<file path="src/rtl/led_spinner_core.sv">
`timescale 1ns/1ps
`default_nettype none
// ============================================================================
// Module      : led_spinner_core
// Description : Clocked LED animation engine. A prescaler produces a step
//               every period+1 active cycles. Each step advances a position
//               or fill level in one of four modes: spin, bounce, fill and
//               blank. The LED bank shows the pattern of that state.
//
// Ports       : clk     - system clock
//               rst_n   - asynchronous active-low reset
//               ena     - global enable; 0 freezes all state
//               mode    - 00 spin, 01 bounce, 10 fill, 11 blank
//               dir     - 0 toward higher index, 1 toward lower (spin, fill)
//               pause   - freezes prescaler and pattern
//               period  - step every period+1 active cycles
//               leds    - registered LED pattern
//               pos     - position (spin/bounce) or fill level (fill)
//               step    - one-cycle pulse, coincides with the pos update
//
// Revision    : 1.0 - initial release
// ============================================================================
module led_spinner_core #(
    parameter int N_LEDS   = 8,
    parameter int PERIOD_W = 16,
    parameter int POS_W    = $clog2(N_LEDS + 1)
) (
    input  logic                clk,
    input  logic                rst_n,
    input  logic                ena,
    input  logic [1:0]          mode,
    input  logic                dir,
    input  logic                pause,
    input  logic [PERIOD_W-1:0] period,
    output logic [N_LEDS-1:0]   leds,
    output logic [POS_W-1:0]    pos,
    output logic                step
);

    localparam logic [1:0] c_MODE_SPIN   = 2'b00;
    localparam logic [1:0] c_MODE_BOUNCE = 2'b01;
    localparam logic [1:0] c_MODE_FILL   = 2'b10;

    // Bounce travel direction state
    localparam logic [0:0] c_BDIR_UP   = 1'b0;
    localparam logic [0:0] c_BDIR_DOWN = 1'b1;

    localparam logic [POS_W-1:0] c_POS_ONE      = POS_W'(1);
    localparam logic [POS_W-1:0] c_POS_LAST     = POS_W'(N_LEDS - 1);
    localparam logic [POS_W-1:0] c_POS_PRE_LAST = POS_W'(N_LEDS - 2);
    localparam logic [POS_W-1:0] c_POS_FULL     = POS_W'(N_LEDS);

    logic [PERIOD_W-1:0] r_cnt;
    logic [POS_W-1:0]    r_pos;
    logic [0:0]          r_bdir;
    logic [1:0]          r_mode_q;
    logic [N_LEDS-1:0]   r_leds;
    logic                r_step;

    logic                w_active;
    logic                w_restart;
    logic                w_wrap;
    logic                w_fire;
    logic [PERIOD_W-1:0] w_cnt_nxt;
    logic [POS_W-1:0]    w_pos_nxt;
    logic [0:0]          w_bdir_nxt;
    logic [N_LEDS-1:0]   w_onehot;
    logic [N_LEDS-1:0]   w_fill_lo;
    logic [N_LEDS-1:0]   w_fill_hi;
    logic [N_LEDS-1:0]   w_pattern;

    assign w_active  = ena & ~pause;
    // A mode change restarts the animation even while paused
    assign w_restart = ena & (mode != r_mode_q);
    // >= so that lowering period below the running count fires at once
    assign w_wrap    = (r_cnt >= period);

    // Per-bit pattern terms: one-hot at pos, low `level` bits, high `level` bits
    for (genvar gi = 0; gi < N_LEDS; gi++) begin : g_pattern
        assign w_onehot[gi]  = (r_pos == POS_W'(gi));
        assign w_fill_lo[gi] = (POS_W'(gi) < r_pos);
        assign w_fill_hi[gi] = (POS_W'(N_LEDS - 1 - gi) < r_pos);
    end

    // Fill orientation follows the live dir input so a dir change mirrors
    // the bar on the very next LED update.
    always_comb begin
        w_pattern = '0;
        case (r_mode_q)
            c_MODE_SPIN,
            c_MODE_BOUNCE: w_pattern = w_onehot;
            c_MODE_FILL:   w_pattern = dir ? w_fill_hi : w_fill_lo;
            default:       w_pattern = '0;
        endcase
    end

    always_comb begin
        w_cnt_nxt  = r_cnt;
        w_pos_nxt  = r_pos;
        w_bdir_nxt = r_bdir;
        w_fire     = 1'b0;
        if (w_restart) begin
            w_cnt_nxt  = '0;
            w_pos_nxt  = '0;
            w_bdir_nxt = c_BDIR_UP;
        end else if (w_active) begin
            if (w_wrap) begin
                w_cnt_nxt = '0;
                w_fire    = 1'b1;
            end else begin
                w_cnt_nxt = r_cnt + PERIOD_W'(1);
            end
            if (w_fire) begin
                case (r_mode_q)
                    c_MODE_SPIN: begin
                        if (dir) begin
                            w_pos_nxt = (r_pos == '0) ? c_POS_LAST : r_pos - c_POS_ONE;
                        end else begin
                            w_pos_nxt = (r_pos == c_POS_LAST) ? '0 : r_pos + c_POS_ONE;
                        end
                    end
                    c_MODE_BOUNCE: begin
                        // Turn at the ends so each endpoint is shown for one step only
                        if (r_bdir == c_BDIR_UP) begin
                            if (r_pos == c_POS_LAST) begin
                                w_bdir_nxt = c_BDIR_DOWN;
                                w_pos_nxt  = c_POS_PRE_LAST;
                            end else begin
                                w_pos_nxt = r_pos + c_POS_ONE;
                            end
                        end else begin
                            if (r_pos == '0) begin
                                w_bdir_nxt = c_BDIR_UP;
                                w_pos_nxt  = c_POS_ONE;
                            end else begin
                                w_pos_nxt = r_pos - c_POS_ONE;
                            end
                        end
                    end
                    c_MODE_FILL: begin
                        w_pos_nxt = (r_pos == c_POS_FULL) ? '0 : r_pos + c_POS_ONE;
                    end
                    default: w_pos_nxt = r_pos;
                endcase
            end
        end
    end

    always_ff @(posedge clk or negedge rst_n) begin
        if (!rst_n) begin
            r_cnt    <= '0;
            r_pos    <= '0;
            r_bdir   <= c_BDIR_UP;
            r_mode_q <= c_MODE_SPIN;
            r_leds   <= '0;
            r_step   <= 1'b0;
        end else begin
            r_cnt  <= w_cnt_nxt;
            r_pos  <= w_pos_nxt;
            r_bdir <= w_bdir_nxt;
            r_step <= w_fire;
            if (ena) begin
                r_mode_q <= mode;
            end
            // LEDs show the state as it stood before this edge
            if (w_active) begin
                r_leds <= w_pattern;
            end
        end
    end

    assign leds = r_leds;
    assign pos  = r_pos;
    assign step = r_step;

endmodule
`default_nettype wire

</file>
<file path="config.mk">
export PLATFORM = sky130hd
export DESIGN_NAME = led_spinner_core
export DESIGN_NICKNAME = d
export VERILOG_FILES = /design/src/rtl/led_spinner_core.sv
export SDC_FILE = /design/constraint.sdc
export NUM_CORES = 1
export LEC_CHECK = 0
export ABC_AREA = 1
export BUFFER_PORTS_ARGS = -buffer_cell sky130_fd_sc_hd__clkbuf_2
export CAP_MARGIN = 20
export CELL_PAD_IN_SITES_DETAIL_PLACEMENT = 0
export CELL_PAD_IN_SITES_GLOBAL_PLACEMENT = 1
export CORE_ASPECT_RATIO = 1.5
export CORE_MARGIN = 5
export CORE_UTILIZATION = 40
export DETAILED_ROUTE_END_ITERATION = 8
export GPL_TIMING_DRIVEN = 0
export PLACE_DENSITY = 0.81
export SLEW_MARGIN = 5
export SYNTH_ARGS = -nofsm -noshare
export SYNTH_HDL_FRONTEND = slang
export SYNTH_SLANG_ARGS = --single-unit
</file>
<file path="constraint.sdc">
create_clock -name clk -period 2.2 [get_ports clk]
set_input_delay 0.11 -clock clk [delete_from_list [all_inputs] [get_ports clk]]
set_output_delay 0.11 -clock clk [all_outputs]
set_load 0.005 [all_outputs]
</file>
## Yosys cells after proc, flatten, opt, wreduce, memory -nomap -nowiden

Index checks and enable logic that the tools add are counted.

| word-level totals | value |
|---|---|
| flip-flop bits (word level) | 32 |
| input bits | 23 |
| logic and storage cells | 69 |
| output and inout port bits | 13 |

| cells by class | value |
|---|---|
| bitwise operators | 3 |
| equality and inequality tests | 11 |
| reduce and logical (&&, ||, !) cells | 9 |
| magnitude comparators | 9 |
| mux-type cells | 28 |
| add/sub/neg operators | 3 |

Operator list:

| kind | count |
|---|---|
| 2-to-1 mux 16 bit | 3 |
| 2-to-1 mux 4 bit | 10 |
| adder 16 x 1 -> 16 bit (second input constant) | 1 |
| == test 4 x 3 -> 1 bit (second input constant) | 4 |
| greater-or-equal comparator 16 bit | 1 |
| less-than comparator 3 x 4 -> 1 bit (first input constant) | 4 |
| one-hot mux 8 bit (2 select lines) | 1 |
| 2-to-1 mux 1 bit | 12 |
| one-hot mux 4 bit (3 select lines) | 1 |
| == test 4 x 2 -> 1 bit (second input constant) | 2 |
| less-than comparator 1 x 4 -> 1 bit (first input constant) | 2 |
| less-than comparator 2 x 4 -> 1 bit (first input constant) | 2 |
| 2-to-1 mux 8 bit | 1 |
| AND reduction 3 bit | 2 |
| nonzero test 2 bit | 3 |
| adder 4 x 1 -> 4 bit (second input constant) | 1 |
| == test 4 x 1 -> 1 bit (second input constant) | 1 |
| == test 4 bit (second input constant) | 1 |
| logical NOT 4 bit | 1 |
| nonzero test 4 bit | 1 |
| subtractor 4 x 1 -> 4 bit (second input constant) | 1 |
| AND 1 bit | 2 |
| == test 2 x 1 -> 1 bit (second input constant) | 1 |
| == test 2 bit (second input constant) | 1 |
| other kinds (4) | 4 |

## Logic depth before layout (Yosys ltp)

| logic depth | value |
|---|---|
| word-level depth | 7 |
| gate-level depth with buffers | 14 |
| mapped depth without buffers | 14 |

## Worst setup path before layout

No wires, ideal clock.

| timing path | value |
|---|---|
| path type | register -> register |
| start | reg r_pos[0], in the netlist pos[0] |
| end | reg r_pos[2], in the netlist pos[2] |
| period minus slack after synthesis | 1640 ps |
| setup time | 65 ps |
| required time | 2135 ps |
| buffers on the path | 1 |
| setup slack | 560 ps |
| stages on the path, launching flop included | 15 |
| arrival time | 1575 ps |
| cell sequence | dfrtp_1 inv_1 ha_1 buf_2 inv_1 nand2_1 nand2_1 nor2_1 nor2_1 nand2_1 nand2_1 nand2_1 nor2_1 nand4_1 nand2_1 |

| between the ends | value |
|---|---|
| cells in the longest elaborated chain, start to end | 7 |
| elaborated cells between the ends (all ways) | 16 |
| classes of those cells | add/sub: 2; eq/ne: 2; mux: 11; reduce/logical: 1 |

Ends and longest elaborated chain:

| what | RTL line | source |
|---|---|---|
| start, declared | 54 | `logic [POS_W-1:0] r_pos;` |
| start signal, assigned | 159 | `r_pos <= w_pos_nxt;` |
| adder 4 x 1 -> 4 bit (tied with other cells) | 119, 129, 141 |  |
| 2-to-1 mux 4 bit (on tied branches) | n/a |  |
| 2-to-1 mux 4 bit (on tied branches) | 124, 116 |  |
| one-hot mux 4 bit (3 select lines) (*) | 114 | `case (r_mode_q)` |
| 2-to-1 mux 4 bit (*) | 113 | `if (w_fire) begin` |
| 2-to-1 mux 4 bit (*) | 106 | `end else if (w_active) begin` |
| 2-to-1 mux 4 bit (*) | 102 | `if (w_restart) begin` |

Every way passes the cells marked *; elsewhere a longest branch is shown, timed or not. The select of a mux whose other input is x is not followed.
A chain may end at the register's enable or synchronous reset.

## Worst setup path after layout

| timing path | value |
|---|---|
| start | reg r_cnt[9] |
| end | reg r_cnt[11] |

| between the ends | value |
|---|---|
| cells in the longest elaborated chain, start to end | 4 |
| elaborated cells between the ends (all ways) | 5 |
| classes of those cells | add/sub: 1; order compare: 1; mux: 3 |

Ends and longest elaborated chain:

| what | RTL line | source |
|---|---|---|
| start, declared | 53 | `logic [PERIOD_W-1:0] r_cnt;` |
| start signal, assigned | 158 | `r_cnt <= w_cnt_nxt;` |
| adder 16 x 1 -> 16 bit / greater-or-equal comparator 16 bit (equally long branches) | 111, 76 |  |
| 2-to-1 mux 16 bit (*) | 107 | `if (w_wrap) begin` |
| 2-to-1 mux 16 bit (*) | 106 |  |
| 2-to-1 mux 16 bit (*) | 102 |  |

Marks and branches as above.

==> report_table.html <==
<table>
<tr><th>Metric</th><th>Value</th></tr>
<tr><th colspan="2">Outcome</th></tr>
<tr><td>Status</td><td>complete, no violations</td></tr>
<tr><th colspan="2">STA</th></tr>
<tr><td>Setup tns final</td><td>0 ns</td></tr>
<tr><td>Final setup vio count</td><td>0</td></tr>
<tr><td>Endpoints failing hold</td><td>0</td></tr>
<tr><td>Setup Skew</td><td>0.00596 ns</td></tr>
<tr><td>Max_slew headroom</td><td>42.5%</td></tr>
<tr><td>Final Max Tran Viols</td><td>0</td></tr>
<tr><td>Fmax</td><td>524 MHz</td></tr>
<tr><td>Measured slew at the worst slew-check pin</td><td>0.862 ns</td></tr>
<tr><td>Period utilisation layout</td><td>86.7%</td></tr>
<tr><td>Setup repair after global routing missed its margin</td><td>no</td></tr>
<tr><td>Min Tclk post-route</td><td>1.91 ns</td></tr>
<tr><td>Hold slack final</td><td>0.0638 ns</td></tr>
<tr><th colspan="2">CTS</th></tr>
<tr><td>TritonCTS clock tree</td><td>yes</td></tr>
<tr><td>Clock latency reported for the late side of the worst-skew pair</td><td>between 0.2 and 0.3 ns</td></tr>
<tr><td>TritonCTS Sinks</td><td>32</td></tr>
<tr><td>CTS root buf</td><td>sky130_fd_sc_hd__clkbuf_8</td></tr>
<tr><td>Post-CTS setup buffer count</td><td>0</td></tr>
<tr><td>Max clock buf depth</td><td>2</td></tr>
<tr><td>Number of CTS-inserted buffers</td><td>5</td></tr>
<tr><td>Clock-pin slew on the worst setup and hold paths</td><td>0.07 ns</td></tr>
<tr><td>Max H-tree Level</td><td>2</td></tr>
<tr><th colspan="2">Synth</th></tr>
<tr><td>Ranking of synthesized cells by area</td><td>sky130_fd_sc_hd__dfrtp_1 (30%), sky130_fd_sc_hd__nand2_1 (16%), sky130_fd_sc_hd__ha_1 (12%), sky130_fd_sc_hd__inv_1 (7.4%), sky130_fd_sc_hd__nor2_1 (5.7%)</td></tr>
<tr><td>Syn Inst Count</td><td>~400</td></tr>
<tr><td>Area share of the largest cell type after synthesis</td><td>29.8%</td></tr>
<tr><td>Largest area contributor in the netlist</td><td>sky130_fd_sc_hd__dfrtp_1</td></tr>
<tr><td>Net count after synthesis</td><td>between 400 and 500</td></tr>
<tr><td>Flop and latch count out of synthesis</td><td>32</td></tr>
<tr><td>Syn Std Cell Area</td><td>~0.0027 mm2</td></tr>
<tr><td>Number of warnings reported in the yosys synthesis log</td><td>0</td></tr>
<tr><td>Mean Syn Cell Area</td><td>6.88 um2</td></tr>
<tr><td>Sequential element share of the synthesized area</td><td>between 20% and 30%</td></tr>
<tr><td>Distinct cell type count of the synthesized netlist</td><td>33</td></tr>
<tr><th colspan="2">Floorplan</th></tr>
<tr><td>Total Die Area</td><td>0.00850 mm2</td></tr>
<tr><td>Die boundary height</td><td>110 um</td></tr>
<tr><td>Site row count</td><td>36</td></tr>
<tr><td>Starting Density</td><td>41.2%</td></tr>
<tr><td>Chip Width</td><td>around 77 um</td></tr>
<tr><td>Number of top-level pins</td><td>36</td></tr>
<tr><td>Placeable core region</td><td>between 0.006 and 0.007 mm2</td></tr>
<tr><th colspan="2">Critical path</th></tr>
<tr><td>Largest stage delay on the critical path</td><td>0.43 ns</td></tr>
<tr><td>WP data required</td><td>2.41 ns</td></tr>
<tr><td>Total buffers and inverters traversed by the critical path</td><td>1</td></tr>
<tr><td>Number of cells on the critical path</td><td>8</td></tr>
<tr><td>Peak fanout along the critical path</td><td>10</td></tr>
<tr><td>Category of the worst setup path launch point</td><td>register</td></tr>
<tr><td>Category of the most critical setup path</td><td>register to register</td></tr>
<tr><td>Crit. End Element</td><td>register</td></tr>
<tr><td>Number of cells traversed by the worst register-to-register path</td><td>8</td></tr>
<tr><td>Crit-path slowest cell</td><td>sky130_fd_sc_hd__dfrtp_1</td></tr>
<tr><td>Kind of cell with the highest combined delay on the critical path</td><td>compound AO/OA/AOI/OAI gates</td></tr>
<tr><td>Arrival time of data at the critical path endpoint</td><td>2.12 ns</td></tr>
<tr><td>Most frequent CP cell</td><td>sky130_fd_sc_hd__a21oi_1</td></tr>
<tr><td>Cells along the critical path</td><td>ha_1 &gt; a21oi_1 &gt; o21ai_0 &gt; a21oi_1 &gt; nand3_2 &gt; nand2_1 &gt; inv_2 &gt; a21oi_1</td></tr>
<tr><th colspan="2">Pwr</th></tr>
<tr><td>Highest ir drop seen on vdd</td><td>355 uV</td></tr>
<tr><td>Power density over cell area</td><td>approximately 760 mW/mm2</td></tr>
<tr><td>Leak pwr</td><td>0.00169 uW</td></tr>
<tr><th colspan="2">Cells and area</th></tr>
<tr><td>Diode insertion count for antenna repair</td><td>0</td></tr>
<tr><td>Fraction of final layout cells with drive strength greater than 1</td><td>between 10% and 20%</td></tr>
<tr><td>Fill cell total of the finished layout</td><td>between 600 and 700</td></tr>
<tr><td>Post-route design area</td><td>0.00310 mm2</td></tr>
<tr><td>Nets@finish</td><td>a little under 500</td></tr>
<tr><td>Combined area of the multi-input logic cells</td><td>0.00161 mm2</td></tr>
<tr><td>Core utilization of the finished layout</td><td>a little under half</td></tr>
<tr><td>Highest-count cells in the layout ignoring fill and taps</td><td>sky130_fd_sc_hd__nand2_1 (117), sky130_fd_sc_hd__inv_1 (53), sky130_fd_sc_hd__nor2_1 (41)</td></tr>
<tr><td>Most common cell after layout, fill and taps aside</td><td>sky130_fd_sc_hd__nand2_1</td></tr>
<tr><td>Storage element area</td><td>approximately 800 um2</td></tr>
<tr><td>Area growth syn-to-layout</td><td>15.2%</td></tr>
<tr><th colspan="2">Drt</th></tr>
<tr><td>Residual DRC</td><td>0</td></tr>
<tr><td>Via density per instance</td><td>5.09</td></tr>
<tr><td>Average wire length per cell after detail routing</td><td>13.1 um</td></tr>
<tr><td>Number of vias in the routed layout</td><td>2602</td></tr>
<tr><td>Total wire length</td><td>approximately 6700 um</td></tr>
<tr><td>TritonRoute pass-1 iters</td><td>4</td></tr>
<tr><td>Antenna violation net count after detailed routing</td><td>0</td></tr>
<tr><td>Starting DRT DRC Count</td><td>~100</td></tr>
<tr><th colspan="2">GRT</th></tr>
<tr><td>Initial antenna violation count</td><td>0</td></tr>
<tr><td>M1 GR Usage</td><td>roughly 18%</td></tr>
<tr><td>Overall track demand over capacity in global routing</td><td>16.2%</td></tr>
<tr><td>Layer with the highest usage after global routing</td><td>met2</td></tr>
<tr><td>Fraction of met2 tracks used by global routing</td><td>29.9%</td></tr>
<tr><td>Gr ovfl total</td><td>0</td></tr>
<tr><td>Met3 track demand over resource in global routing</td><td>2.44%</td></tr>
<tr><td>Number of global-route vias before repair</td><td>between 2000 and 3000</td></tr>
<tr><td>Maximum number of pins on one net before global-route repair</td><td>33</td></tr>
<tr><td>First-pass GRT wire length</td><td>11700 um</td></tr>
<tr><th colspan="2">Placement</th></tr>
<tr><td>DP HPWL</td><td>5280 um</td></tr>
<tr><td>Final weighted congestion of routability-driven global placement</td><td>slightly below 0.9</td></tr>
<tr><td>Count of buffers from port buffering</td><td>35</td></tr>
<tr><td>Instance area at placement</td><td>slightly below 0.003 mm2</td></tr>
<tr><th colspan="2">Hold path</th></tr>
<tr><td>Path class of the lowest-slack min-delay path</td><td>input pin to register</td></tr>
<tr><td>Hold path cells</td><td>3</td></tr>
<tr><th colspan="2">Run</th></tr>
<tr><td>Number of violations of the max-capacitance limit</td><td>0</td></tr>
</table>
-- routing by layer --
layer  up-vias  share of wire (%)
li1       1344                  -
met1      1183                 41
met2        61                 54
met3        14                3.4
met5         -                  0
met4         0                2.3
-- registers in the layout (all words and copies together) (netlist names) --
register,flops
r_cnt,16
leds,8
pos,4
r_mode_q,2
r_bdir,1
step,1
-- metrics by stage --
stage	std cells	power, uW	setup WS (ns)
floorplan	391	1440	0.560
global placement	502	1750	0.240
finish	511	2370	0.292
detailed placement	502	1750	0.254
CTS	511	2390	0.234
global route	511	2570	0.0791
-- layout make-up --
class / instances / share of cell area, %
flip-flops and latches: 32 / 25.9
repair buffers: 36 / 5.98
plain buffers: 7 / 1.90
well taps: 76 / 3.07
clock inverters: 1 / 0.969
inverters: 58 / 7.03
clock buffers: 7 / 3.11
multi-input cells: 294 / 52.1
-- worst min-delay path: stages --
cell and delay [ns]:
sky130_fd_sc_hd__clkbuf_2 0.10, sky130_fd_sc_hd__nand2_1 0.04, sky130_fd_sc_hd__o21ai_0 0.06
-- power breakdown --
part,internal [uW],total [uW],switching (uW)
Clock,400,624,224
Combinational,358,967,609
Sequential,672,775,103
-- synthesized netlist by cell type --
library cell	number
sky130_fd_sc_hd__o22ai_1	2
sky130_fd_sc_hd__nor4_2	1
sky130_fd_sc_hd__a21oi_1	13
sky130_fd_sc_hd__o31ai_1	1
sky130_fd_sc_hd__nor2_4	1
sky130_fd_sc_hd__a22o_1	4
sky130_fd_sc_hd__xnor2_1	1
sky130_fd_sc_hd__xor2_1	9
sky130_fd_sc_hd__nor2_1	41
sky130_fd_sc_hd__o211ai_1	2
sky130_fd_sc_hd__dfrtp_1	32
sky130_fd_sc_hd__a22oi_1	2
sky130_fd_sc_hd__nand2_2	5
sky130_fd_sc_hd__nand2_4	1
sky130_fd_sc_hd__ha_1	25
sky130_fd_sc_hd__buf_6	3
sky130_fd_sc_hd__a32o_1	1
sky130_fd_sc_hd__nand4_1	14
sky130_fd_sc_hd__nand3b_1	2
sky130_fd_sc_hd__nor3_2	1
sky130_fd_sc_hd__nand3_1	20
sky130_fd_sc_hd__inv_1	53
sky130_fd_sc_hd__nor3_1	7
sky130_fd_sc_hd__nand3_2	2
sky130_fd_sc_hd__inv_2	5
sky130_fd_sc_hd__buf_4	2
sky130_fd_sc_hd__o21ai_0	13
sky130_fd_sc_hd__nor4_1	1
sky130_fd_sc_hd__buf_2	2
sky130_fd_sc_hd__nand2_1	117
sky130_fd_sc_hd__o32ai_1	1
sky130_fd_sc_hd__o21a_1	1
sky130_fd_sc_hd__nor2_2	6
-- what timing repair did --
action,CTS,global route
hold buffers,1,0
gates resized for setup,0,1
setup endpoints to repair,0,1
hold endpoints to repair,32,0
-- cell families (layout without fill, tap and decap cells) --
group | after synthesis | count (layout) | synth area share [%]
buffers and inverters | 65 | 109 | 10.3
DFF | 32 | 32 | 29.8
adders and majority gates | 25 | 25 | 11.6
xor gates and xnor gates | 10 | 10 | 3.26
AOI/OAI and AO/OA | 40 | 40 | 8.98
and+or+nand+nor | 219 | 219 | 36.1
-- path summary, 6_finish.rpt --
path                          endpoint  slack (ns)      from
max in group asynchronous       pos[0]        1.14     rst_n
hold / removal             r_mode_q[1]        0.06   mode[1]
setup / recovery             r_cnt[11]        0.29  r_cnt[9]
min in group asynchronous       pos[3]        0.47     rst_n
setup reg to reg             r_cnt[11]        0.29  r_cnt[9]
hold reg to reg                leds[7]        0.49   leds[7]
(Power assumes the default switching activity.)
